==> src/rtl/uart64_word_rx_if.sv <==
// Word handshake between the UART word receiver and its consumer.
`timescale 1ns/1ps
interface uart64_word_rx_if;
  logic [63:0] word_data;
  logic        word_valid;
  logic        word_ready;

  modport master (output word_data, output word_valid, input word_ready);
  modport slave  (input word_data, input word_valid, output word_ready);
endinterface

==> src/rtl/uart64_word_rx.sv <==
// 8N1 serial receiver that packs 8 bytes (LSB byte first) into a 64-bit word.
// Define UART64_RX_TIMEOUT_EN to discard stale partial words and add the timeout pulse.
`timescale 1ns/1ps
module uart64_word_rx #(
  parameter int CLKS_PER_BIT = 434,
  parameter int TIMEOUT_BITS = 32
) (
  input  logic            clk,
  input  logic            rst,
  input  logic            rx_in,
  uart64_word_rx_if.master word_if,
  output logic            frame_err,
  output logic            overrun,
  output logic            busy
`ifdef UART64_RX_TIMEOUT_EN
  ,
  output logic            timeout
`endif
);

  localparam int TW = $clog2(CLKS_PER_BIT);
  localparam logic [TW-1:0] T_HALF = TW'(CLKS_PER_BIT / 2 - 1);
  localparam logic [TW-1:0] T_FULL = TW'(CLKS_PER_BIT - 1);

  localparam logic [2:0] IDLE      = 3'd0;
  localparam logic [2:0] START     = 3'd1;
  localparam logic [2:0] DATA      = 3'd2;
  localparam logic [2:0] STOP      = 3'd3;
  localparam logic [2:0] WAIT_IDLE = 3'd4;

  generate
    if (CLKS_PER_BIT < 8 || TIMEOUT_BITS < 1) begin : g_bad_params
      $error("uart64_word_rx: CLKS_PER_BIT must be >= 8 and TIMEOUT_BITS >= 1");
    end
  endgenerate

  logic          rx_meta;
  logic          rxs;
  logic [2:0]    state;
  logic [TW-1:0] timer;
  logic [2:0]    bit_idx;
  logic [7:0]    shift;
  logic [2:0]    count;
  logic [63:0]   assy;

`ifdef UART64_RX_TIMEOUT_EN
  localparam logic [31:0] IDLE_LAST = 32'(TIMEOUT_BITS * CLKS_PER_BIT - 1);
  logic [31:0] idle_cnt;
`endif

  always_ff @(posedge clk or posedge rst) begin
    if (rst) begin
      rx_meta <= 1'b1;
      rxs     <= 1'b1;
    end else begin
      rx_meta <= rx_in;
      rxs     <= rx_meta;
    end
  end

  assign busy = (count != 3'd0) || (state != IDLE);

  always_ff @(posedge clk or posedge rst) begin
    if (rst) begin
      state              <= IDLE;
      timer              <= '0;
      bit_idx            <= '0;
      shift              <= '0;
      count              <= '0;
      assy               <= '0;
      frame_err          <= 1'b0;
      overrun            <= 1'b0;
      word_if.word_data  <= '0;
      word_if.word_valid <= 1'b0;
`ifdef UART64_RX_TIMEOUT_EN
      idle_cnt           <= '0;
      timeout            <= 1'b0;
`endif
    end else begin
      frame_err <= 1'b0;
      overrun   <= 1'b0;
`ifdef UART64_RX_TIMEOUT_EN
      timeout   <= 1'b0;
`endif
      if (word_if.word_valid && word_if.word_ready)
        word_if.word_valid <= 1'b0;

      case (state)
        IDLE: begin
          if (!rxs) begin
            state <= START;
            timer <= '0;
`ifdef UART64_RX_TIMEOUT_EN
            idle_cnt <= '0;
          end else if (count != 3'd0) begin
            if (idle_cnt == IDLE_LAST) begin
              count    <= '0;
              idle_cnt <= '0;
              timeout  <= 1'b1;
            end else begin
              idle_cnt <= idle_cnt + 32'd1;
            end
`endif
          end
        end
        START: begin
          if (timer == T_HALF) begin
            timer <= '0;
            if (rxs) begin
              state <= IDLE;
            end else begin
              state   <= DATA;
              bit_idx <= '0;
            end
          end else begin
            timer <= timer + 1'b1;
          end
        end
        DATA: begin
          if (timer == T_FULL) begin
            timer          <= '0;
            shift[bit_idx] <= rxs;
            if (bit_idx == 3'd7) state <= STOP;
            else bit_idx <= bit_idx + 3'd1;
          end else begin
            timer <= timer + 1'b1;
          end
        end
        STOP: begin
          if (timer == T_FULL) begin
            timer <= '0;
            if (rxs) begin
              state                       <= IDLE;
              count                       <= count + 3'd1;
              assy[{count, 3'b000} +: 8]  <= shift;
              // Last byte: a consumer taking the held word this cycle frees the slot.
              if (count == 3'd7) begin
                if (!word_if.word_valid || word_if.word_ready) begin
                  word_if.word_data  <= {shift, assy[55:0]};
                  word_if.word_valid <= 1'b1;
                end else begin
                  overrun <= 1'b1;
                end
              end
            end else begin
              frame_err <= 1'b1;
              count     <= '0;
              state     <= WAIT_IDLE;
            end
          end else begin
            timer <= timer + 1'b1;
          end
        end
        WAIT_IDLE: begin
          if (rxs) state <= IDLE;
        end
        default: state <= IDLE;
      endcase
    end
  end

endmodule
==> src/flat_wrapper.sv <==
// flat-port wrapper written by rule: the top's interface ports become plain ports
module uart64_word_rx_flat 
#(
  parameter int CLKS_PER_BIT = 434,
  parameter int TIMEOUT_BITS = 32
)
  (clk, rst, rx_in, frame_err, overrun, busy, word_if_word_data, word_if_word_valid, word_if_word_ready);
  uart64_word_rx_if word_if_i ();
  input  logic clk;
  input  logic rst;
  input  logic rx_in;
  output logic frame_err;
  output logic overrun;
  output logic busy;
  output wire logic [$bits(word_if_i.word_data)-1:0] word_if_word_data;
  output wire logic [$bits(word_if_i.word_valid)-1:0] word_if_word_valid;
  input wire logic [$bits(word_if_i.word_ready)-1:0] word_if_word_ready;
  assign word_if_word_data = word_if_i.word_data;
  assign word_if_word_valid = word_if_i.word_valid;
  assign word_if_i.word_ready = word_if_word_ready;
  uart64_word_rx #(.CLKS_PER_BIT(CLKS_PER_BIT), .TIMEOUT_BITS(TIMEOUT_BITS)) u_core (.clk(clk), .rst(rst), .rx_in(rx_in), .word_if(word_if_i), .frame_err(frame_err), .overrun(overrun), .busy(busy));
endmodule
==> config.mk <==
export PLATFORM = sky130hd
export DESIGN_NAME = uart64_word_rx_flat
export DESIGN_NICKNAME = d
export VERILOG_FILES = /design/src/rtl/uart64_word_rx_if.sv /design/src/rtl/uart64_word_rx.sv /design/src/flat_wrapper.sv
export SDC_FILE = /design/constraint.sdc
export NUM_CORES = 1
export LEC_CHECK = 0
export ABC_CLOCK_PERIOD_IN_PS = 7300
export CORE_ASPECT_RATIO = 0.75
export CORE_UTILIZATION = 56
export CTS_BUF_LIST = sky130_fd_sc_hd__clkbuf_8 sky130_fd_sc_hd__clkbuf_16
export DETAILED_ROUTE_END_ITERATION = 6
export MAX_ROUTING_LAYER = met4
export PLACE_DENSITY = 0.88
export RECOVER_POWER = 25
export SKIP_LAST_GASP = 1
export SYNTH_ARGS = -nofsm -noshare
export SYNTH_HDL_FRONTEND = slang
export SYNTH_SLANG_ARGS = --single-unit
export TNS_END_PERCENT = 30
==> constraint.sdc <==
create_clock -name clk -period 7.3 [get_ports clk]
set_input_delay 1.46 -clock clk [delete_from_list [all_inputs] [get_ports clk]]
set_output_delay 1.46 -clock clk [all_outputs]
set_load 0.05 [all_outputs]
==> results.md, run 1 <==
- Tmin final: about 4.6 ns
- Max-Cap Viols: 2
- Commonest cells post-synth: 149 x dfrtp_1, 124 x mux2_2, 35 x nand2_1
- Failing checks: capacitance limit, slew limit
- Final ANT Viol Nets: 0
- Cell variety after synth: 47
- CTS max path bufs: 2
- First DRT Iteration DRCs: 320
- Setup violators final: 0
- CP Launch Point: rst
- #FFs+latches synth: 151
- CTS buffer count: 17
- Status: finished with violations
- CTS tree: done
- Worst R2R End: u_core.bit_idx[0]
- Reg2Reg Depth: 6
- Critical Path, Cell by Cell: dlygate4sd3_1, clkinvlp_2, buf_4
- Sum Neg Setup Slack: 0 ns
- Total wire length: 13300 um
- CP Launch Type: primary input
- Number of flops mapped to enable cells by yosys: 0
- I/O pin cnt: 72
- Critical Path Sink: u_core.assy[33]
- Nets: 561
- Via count: 3948
- Slew HR: -135%
- DRC violations left: 0
- Port-buffer cells: 71
- Tot GR Track Use: 24.9%
- Rows: 33
- Layout cells sized above 1: a little under a third
- Area Overhead vs Synth: 21.5%
- Vias in the first global route: between 4000 and 5000
- FILL cells: 732
- Slowest CP cell: clkinvlp_2
- Cell Pwr Density: approximately 230 nW/um^2
- GRT overflow: 0
- Reg clk slew, reported paths: 0.06 ns
- Post-synth top area share: a little under three fifths
- Asr flop ratio synth: between 90% and 100%
- Largest net degree at the start of global routing: slightly above 80
- Chip Width: 126 um
- Critical path depth: 3
- Die area: 12000 um^2
- Via-per-instance ratio: 5.66
- Share of the yosys chip area belonging to registers: 58.4%
- Synth area leaders: dfrtp_1 58%, mux2_2 22%, ha_1 2.3%, nand2_1 2.0%, mux2i_1 1.4%
- RR Startpoint: u_core.timer[0]
- RSZ-0062 raised after global routing: false
- Critical path class: primary input to asynchronous set/reset pin
- GPL Wtd Cong: approximately 0.86
- Drt pass-1 iters: 4
- Mapped Area: ~6500 um^2
- Design Power: 1.80 mW
- Leak: 3.87 nW
- Worst skew pair latency: ~0.42 ns
- YS warnings: 0
- PostCTS Resize Cnt: 0
- Initial Util: 58.3%
- Dpl hpwl: 8490 um
- Worst-Margin Slew: ~3.5 ns
- Clock Sinks: ~150
- Leading area contributor after synthesis: dfrtp_1
- Top_reg_cell synth: dfrtp_1
- VDD IR-drop max: 0.165 mV
- Final hold violations: 0
- Post-Syn Area per Cell: 13.8 um^2
- Antenna violations before repair: 0
- H-tree level count: 4
- Hold WC Path Type: flip-flop to flip-flop
- Average wire per standard cell: 19.0 um
- Worst Skew: ~0.01 ns
- Count leader, synth: dfrtp_1
- CP delay by family, top: buffers and inverters
- Max Freq: 0.219 GHz
- Worst-path fanout max: slightly above 80
- Worst reg-to-reg setup slack: ~4.0 ns
- Period utilisation layout: 62.5%
- CTS root buffer: clkbuf_16
- Req. time, crit path: 7.74 ns
- Crit. End Element: asynchronous set/reset pin
- Crit-path max cell delay: 1.97 ns
- Mapped Nets: 487
- ANT cells: 0
- WP data arrival: 5.00 ns
- First-pass GRT wire length: 21500 um
- Die H: 95.2 um
- Post-Syn Instances: 471
- Slew Viols, Final: 92
- Sum of buffers and inverters on the critical path: 3
- CORE AREA: 11100 um^2
- Post-CTS Setup Repair Bufs: 0
- Hold Buf Count CTS: 0
[power by group]
part           internal [mW]  total (mW)  switching, mW
Sequential             0.838       0.840        0.00205
Clock                  0.585       0.940          0.355
Combinational        0.00223      0.0181         0.0159
Total                   1.43        1.80          0.373
[layout by cell type, fill, tap and decap left out, types with 2 or more instances in the layout]
cell type,netlist,layout
dfrtp_1,149,149
mux2_2,124,124
clkdlybuf4s50_1,0,68
nand2_1,35,35
inv_1,17,17
clkbuf_16,0,17
o21ai_0,13,13
ha_1,12,12
and3_1,11,11
nand3_1,10,10
nor3_1,9,9
mux2i_1,9,9
nor2_1,8,8
and2_1,8,8
a21oi_1,4,4
bufinv_16,0,4
inv_6,0,4
and4b_1,2,3
nor3b_1,3,3
clkinv_4,0,3
dlygate4sd3_1,0,3
and4bb_2,2,2
or3b_2,2,2
a2111oi_0,1,2
o211a_1,2,2
nor2b_1,2,2
o22ai_1,2,2
o211ai_1,2,2
o21a_1,2,2
xnor2_1,2,2
a211oi_1,1,2
and3b_1,2,2
buf_4,0,2
dfstp_2,2,2
[worst min path at each step]
stage / startpoint / endpoint / slack [ns] / depth (start not counted)
2_1_floorplan: u_core.rx_meta / u_core.rxs / 0.35 / 0
3_3_place_gp: u_core.rx_meta / u_core.rxs / 0.35 / 0
3_5_place_dp: u_core.rx_meta / u_core.rxs / 0.35 / 0
4_1_cts: u_core.rx_meta / u_core.rxs / 0.36 / 0
5_1_grt: u_core.rx_meta / u_core.rxs / 0.37 / 0
6_report: u_core.rx_meta / u_core.rxs / 0.36 / 0
[through the flow]
step	instance area (um^2)	std cells	setup WS, ns	hold WS (ns)	utilization [%]
3_5_place_dp	7270	666	3.66	0.352	65.4
4_1_cts	7900	698	3.20	0.361	71.2
2_1_floorplan	6480	471	1.78	0.345	-
3_3_place_gp	7270	666	3.76	0.347	65.4
6_report	7870	698	2.74	0.358	70.9
5_1_grt	7870	698	2.06	0.367	70.9
[state kept, by name, indices dropped and copies added, names as in the netlist]
signal / count
u_core.bit_idx: 3
u_core.frame_err: 1
u_core.word_if.word_valid: 1
u_core.timer: 9
u_core.shift: 8
u_core.rx_meta: 1
u_core.assy: 56
u_core.overrun: 1
u_core.state: 3
u_core.word_if.word_data: 64
u_core.count: 3
u_core.rxs: 1
[logic make-up after synthesis]
| family | count (synthesis) | share of synthesized area, % |
|---|---|---|
| AO/OA/AOI/OAI | 31 | 3.42 |
| XOR/XNOR | 3 | 0.406 |
| adder cells (fa/ha/maj) | 12 | 2.32 |
| buffers and inverters | 35 | 2.84 |
| flip-flops | 151 | 58.4 |
| multiplexers | 133 | 22.9 |
| AND/OR/NAND/NOR | 106 | 9.73 |
[area by class of cell]
cell class	count	area, um^2	share of cell area [%]
Clock buffer	18	439	5.58
Sequential cell	151	3780	48.0
Tap cell	140	175	2.22
Timing Repair Buffer	73	726	9.22
Inverter	17	65.1	0.826
Clock inverter	14	198	2.51
Multi-Input combinational cell	285	2490	31.6
[layer usage]
| metal | global-route usage, % | up-vias | wire length (um) |
|---|---|---|---|
| li1 | - | 1816 | - |
| met1 | 32.9 | 2011 | 6160 |
| met2 | 39.0 | 116 | 6370 |
| met3 | 5.67 | 5 | 689 |
| met4 | 7.03 | 0 | 53 |
| met5 | - | - | 0 |
[worst register-to-register path, delay by kind of cell (launching register included)]
kind	cells	cell delay, ns
AOI/OAI and AO/OA	2	1.86
adders and majority gates	1	0.21
buffers and inverters	1	0.10
DFF	1	0.41
muxes	1	0.39
and+or+nand+nor	1	0.22
(Power assumes the default switching activity.)
==> inputs of run 2 (changes only) <==
--- a/config.mk
+++ b/config.mk
@@ -5,13 +5,13 @@
 export SDC_FILE = /design/constraint.sdc
 export NUM_CORES = 1
 export LEC_CHECK = 0
-export ABC_CLOCK_PERIOD_IN_PS = 7300
+export ABC_CLOCK_PERIOD_IN_PS = 4100
 export CORE_ASPECT_RATIO = 0.75
-export CORE_UTILIZATION = 56
+export CORE_UTILIZATION = 51
 export CTS_BUF_LIST = sky130_fd_sc_hd__clkbuf_8 sky130_fd_sc_hd__clkbuf_16
 export DETAILED_ROUTE_END_ITERATION = 6
 export MAX_ROUTING_LAYER = met4
-export PLACE_DENSITY = 0.88
+export PLACE_DENSITY = 0.85
 export RECOVER_POWER = 25
 export SKIP_LAST_GASP = 1
 export SYNTH_ARGS = -nofsm -noshare
==> constraint.sdc (replaced) <==
create_clock -name clk -period 4.1 [get_ports clk]
set_input_delay 0.82 -clock clk [delete_from_list [all_inputs] [get_ports clk]]
set_output_delay 0.82 -clock clk [all_outputs]
set_load 0.05 [all_outputs]
==> run 2 against run 1 <==
The flow still finishes with violations (capacitance limit, slew limit). Register-to-register slack got worse by 2.9 ns. Combinational power increased by 80%. Clock power increased by 81%. Cell area increased by 1.2%. Sequential power increased by 79%. Sequential cell count unchanged. Final cell count increased by 4.0%. Non-clock buffer count increased by 2. Power increased by 79%. Critical path depth increased by 2. Sequential share of layout area decreased by 0.57 points. First-iteration DRC count decreased by 11%.
==> results.md, run 2 (synthesis gave the netlist of run 1 again) <==
- Worst setup margin: 0.620 ns
- Met3 Use GR: 6.07%
- Placed Area: 7320 um^2
- Die H: roughly 100 um
- Cell mode on critical path: ha_1
- Setup violators final: 0
- Max-Cap Viols: 1
- Slew Viols, Final: 152
- Slowest CP cell: clkdlybuf4s50_1
- DRC violations left: 0
- Worst Skew: 0.00910 ns
- Hold Buf Count CTS: 0
- Period utilisation layout: 84.9%
- H-tree level count: 4
- Worst-path fanout max: 14
- Worst-Margin Slew: 1.95 ns
- Tot GR Track Use: 22.5%
- Non-Filler Instances: approximately 730
- Crit. End Element: output port
- Hold path cells: 0
- Failing checks: capacitance limit, slew limit
- Via-per-instance ratio: roughly 5.4
- Vias in the first global route: 4104
- Most Used Layer, Global Route: met2
- Via count: 3952
- Hold WC Path Type: flip-flop to flip-flop
- First DRT Iteration DRCs: 284
- GRT overflow: 0
- ANT cells: 0
- Leak: around 3.9 nW
- Most flops, register: u_core.word_if.word_data
- Reg clk slew, reported paths: 0.06 ns
- Final hold violations: 0
- Placed Instances: around 690
- WP data arrival: 2.66 ns
- Post-CTS Setup Repair Bufs: 0
- Layout cells sized above 1: 31.3%
- RSZ-0062 raised after global routing: false
- Non-Filler Cell Area, Final: about 8000 um^2
- I/O pin cnt: 72
- GPL Wtd Cong: 0.882
- Die area: 13200 um^2
- Rows: 35
- VDD IR-drop max: about 0.35 mV
- Status: finished with violations
- Crit-path max cell delay: roughly 0.80 ns
- Top Registers: u_core.word_if.word_data (64), u_core.assy (56), u_core.timer (9)
- PostCTS Resize Cnt: 0
- CP Launch Type: flip-flop
- First-pass GRT wire length: 21900 um
- Average wire per standard cell: 17.8 um
- Critical Path, Cell by Cell: inv_1, ha_1, ha_1, nand3_1, clkdlybuf4s50_1
- Final ANT Viol Nets: 0
- Max reg flops: 64
- M2 GR Usage: between 30% and 40%
- Port-buffer cells: 71
- Total wire length: 12900 um
- CTS buffer count: 17
- Reg2Reg Depth: 7
- Dpl hpwl: 8590 um
- Slew HR: -30.3%
- Most common cell after layout, fill and taps aside: dfrtp_1
- Antenna violations before repair: 0
- Nets: 563
- CORE AREA: 12300 um^2
- CTS tree: done
- Area Overhead vs Synth: 23.0%
- Chip Width: 132 um
- CTS max path bufs: 2
- Tmin final: 3.48 ns
- Sum Neg Setup Slack: 0 ns
- Clock Sinks: 151
- Req. time, crit path: around 3.3 ns
- Drt pass-1 iters: 5
- Max Freq: 0.287 GHz
- Commonest cells after routing, fill and taps aside: 149 x dfrtp_1, 124 x mux2_2, 69 x clkdlybuf4s50_1
- Cell Pwr Density: 405 nW/um^2
- Critical path class: flip-flop to output port
- GRT met1 Usage: 29.7%
- Dpl ws: 1.08 ns
- Initial Util: around 52%
- Largest net degree at the start of global routing: 152
- CTS root buffer: clkbuf_16
- Worst skew pair latency: 0.42 ns
## run 2: worst max-delay path: cells and delay by family (launching register included)
kind	cells	cell delay, ns
buffers and inverters	2	0.98
adders and majority gates	2	0.57
DFF	1	0.56
and+or+nand+nor	1	0.13
## run 2: final timing paths
path                                                 to       startpoint  slack (ns)
setup / recovery                                   busy  u_core.count[0]        0.62
hold / removal                               u_core.rxs   u_core.rx_meta        0.36
setup reg to reg            u_core.word_if.word_data[7]  u_core.timer[1]        1.14
hold reg to reg                              u_core.rxs   u_core.rx_meta        0.36
max in group asynchronous  u_core.word_if.word_data[42]              rst        1.27
min in group asynchronous               u_core.assy[37]              rst        1.65
## run 2: metal layers
metal	wire length (um)	up-vias
met5	0	-
met4	103	0
met3	622	13
met2	6150	92
met1	6010	2025
li1	-	1822
## run 2: report_power, final
part	switching, mW	internal (mW)	leakage [nW]	total, mW
Sequential	0.00338	1.49	2.09	1.50
Combinational	0.0284	0.00408	1.48	0.0325
Clock	0.591	1.11	0.318	1.70
## run 2: final cells by class
cell class                      instances  area (um^2)
Sequential cell                       151         3780
Multi-Input combinational cell        285         2510
Fill cell                             904         4380
Clock buffer                           19          453
Timing Repair Buffer                   75          741
Clock inverter                         13          203
Tap cell                              166          208
Inverter                               17         67.6
## run 2: through the flow
step	total power, mW	hold WS (ns)	util, %
2_1_floorplan	1.55	0.345	-
3_3_place_gp	1.56	0.348	59.3
3_5_place_dp	1.56	0.353	59.3
4_1_cts	3.26	0.362	64.6
5_1_grt	3.34	0.362	64.5
6_report	3.23	0.360	64.5
==> inputs of run 3 (changes only) <==
--- a/config.mk
+++ b/config.mk
@@ -5,13 +5,13 @@
 export SDC_FILE = /design/constraint.sdc
 export NUM_CORES = 1
 export LEC_CHECK = 0
-export ABC_CLOCK_PERIOD_IN_PS = 4100
+export ABC_CLOCK_PERIOD_IN_PS = 3270
 export CORE_ASPECT_RATIO = 0.75
-export CORE_UTILIZATION = 51
+export CORE_UTILIZATION = 56
 export CTS_BUF_LIST = sky130_fd_sc_hd__clkbuf_8 sky130_fd_sc_hd__clkbuf_16
 export DETAILED_ROUTE_END_ITERATION = 6
 export MAX_ROUTING_LAYER = met4
-export PLACE_DENSITY = 0.85
+export PLACE_DENSITY = 0.88
 export RECOVER_POWER = 25
 export SKIP_LAST_GASP = 1
 export SYNTH_ARGS = -nofsm -noshare
==> constraint.sdc (replaced) <==
create_clock -name clk -period 3.27 [get_ports clk]
set_input_delay 0.654 -clock clk [delete_from_list [all_inputs] [get_ports clk]]
set_output_delay 0.654 -clock clk [all_outputs]
set_load 0.05 [all_outputs]
==> run 3 against run 2 <==
The flow now finishes without violations. Setup slack lost 0.33 ns. Hold slack worse by 0.0040 ns. Via count increased by 1.2%. Critical path depth stayed put. Global-route usage up 2.7 points. Final cell count decreased by 3.3%. Sequential share of layout area grew 0.35 points. Register-to-register slack got worse by 0.70 ns. Critical path type unchanged. Critical endpoint unchanged. Largest cell class unchanged. Highest routed layer unchanged.
==> results.md, run 3 (synthesis gave the netlist of run 1 again) <==
- Nets: 565
- Max-Cap Viols: 0
- Area of the multi-input gates: about 2500 um^2
- First-pass GRT wire length: ~22000 um
- Sum Neg Setup Slack: 0 ns
- Slew HR: 13.0%
- Antenna violations before repair: 0
- Design Power: 3.94 mW
- Req. time, crit path: 2.62 ns
- Area Overhead vs Synth: 22.1%
- GPL Wtd Cong: 0.853
- Dpl ws: 0.432 ns
- Hold Buf Count CTS: 0
- Non-Filler Cell Area, Final: 7910 um^2
- WP data arrival: 2.32 ns
- GRT overflow: 0
- RSZ-0062 raised after global routing: false
- Max Freq: approximately 0.34 GHz
- FILL cells: 707
- ANT cells: 0
- Tot GR Track Use: about a quarter
- Post-CTS Setup Repair Bufs: 0
- Worst setup margin: between 0.2 and 0.3 ns
- Die H: roughly 95 um
- Placed Area: 7310 um^2
- Period utilisation layout: 91.0%
- Reg clk slew, reported paths: approximately 0.060 ns
- CP Launch Type: flip-flop
- H-tree level count: 4
- CTS max path bufs: 2
- Slew Viols, Final: 0
- CORE AREA: ~11000 um^2
- Top sig layer: met4
- Tmin final: about 3.0 ns
- Critical path class: flip-flop to output port
- Max reg flops: 64
- Commonest cells after routing, fill and taps aside: 149 x dfrtp_1, 124 x mux2_2, 68 x clkdlybuf4s50_1
- Clock Sinks: around 150
- Final ANT Viol Nets: 0
- Met3 wire len: 765 um
- Top Registers: u_core.word_if.word_data (64), u_core.assy (56), u_core.timer (9)
- Worst Skew: 0.00742 ns
- Worst reg-to-reg setup slack: 0.44 ns
- Cell Pwr Density: around 500 nW/um^2
- Chip Width: 126 um
- Worst-path fanout max: 14
- CTS buffer count: 17
- Port-buffer cells: a little over 70
- Rows: 33
- Total wire length: 13300 um
- Most common cell after layout, fill and taps aside: dfrtp_1
- WL met1: 6150 um
- Initial Util: 58.3%
- PostCTS Resize Cnt: 1
- Crit. End Element: output port
- Hold WC Path Type: flip-flop to flip-flop
- I/O pin cnt: roughly 70
- Worst-Margin Slew: 1.31 ns
- Via count: 3999
- CTS tree: done
- Dpl hpwl: 8640 um
- Die area: between 10000 and 15000 um^2
- Most flops, register: u_core.word_if.word_data
- Reg area: 3780 um^2
- Final hold violations: 0
- Vias in the first global route: slightly above 4000
- Largest net degree at the start of global routing: around 100
- VDD IR-drop max: ~0.38 mV
- Worst skew pair latency: around 0.42 ns
- Layout cells sized above 1: 31.5%
- Average wire per standard cell: 19.0 um
- Setup violators final: 0
- CTS root buffer: clkbuf_16
- DRC violations left: 0
- Drt pass-1 iters: 4
- WL met2: 6240 um
- Leak: around 4 nW
- Worst hold slack: 0.356 ns
- First DRT Iteration DRCs: 306
- Status: finished, final reports clean
- Via-per-instance ratio: 5.70
run 3: cell count changes in the layout (fill, tap and decap cells not counted), moves of 2 or more:
| cell | delta |
|---|---|
| clkbuf_8 | +3 |
| clkinvlp_4 | -2 |
| bufinv_16 | -2 |
| clkinv_2 | +2 |
run 3: critical path: stages, from the launching register on:
cell and delay, ns:
dfrtp_1 0.54, inv_1 0.18, ha_1 0.27, ha_1 0.28
nand3_1 0.11, dlygate4sd2_1 0.53
run 3: layer usage:
layer	track usage, %	vias to the layer above
met5	-	-
met4	8.23	0
met3	6.45	18
met2	38.2	119
met1	33.4	2038
li1	-	1824
run 3: worst paths after layout:
check,start,depth (start not counted),to
max in group asynchronous,rst,3,u_core.assy[45]
min in group asynchronous,rst,2,u_core.word_if.word_data[38]
worst max register to register,u_core.count[0],5,u_core.assy[39]
worst min register to register,u_core.rx_meta,0,u_core.rxs
worst max-delay path,u_core.count[0],5,busy
worst min-delay path,u_core.rx_meta,0,u_core.rxs
run 3: stage by stage:
| stage | std cells | util, % |
|---|---|---|
| finish | 702 | 71.2 |
| global route | 702 | 71.2 |
| CTS | 702 | 71.4 |
| detailed placement | 670 | 65.8 |
| global placement | 670 | 65.8 |
| floorplan | 471 | - |
run 3: area by class of cell:
| type | instances | share of cell area, % |
|---|---|---|
| clock inverter | 10 | 1.61 |
| timing repair buffer | 77 | 9.51 |
| multi-input combinational | 285 | 31.8 |
| tap | 140 | 2.21 |
| sequential | 151 | 47.8 |
| clock buffer | 22 | 6.25 |
| inverter | 17 | 0.823 |
run 3: where the power goes:
| part | internal [mW] | switching [mW] | total [mW] |
|---|---|---|---|
| registers | 1.87 | 0.00426 | 1.88 |
| clock network | 1.29 | 0.727 | 2.02 |
| logic | 0.00539 | 0.0354 | 0.0407 |
| total | 3.17 | 0.767 | 3.94 |
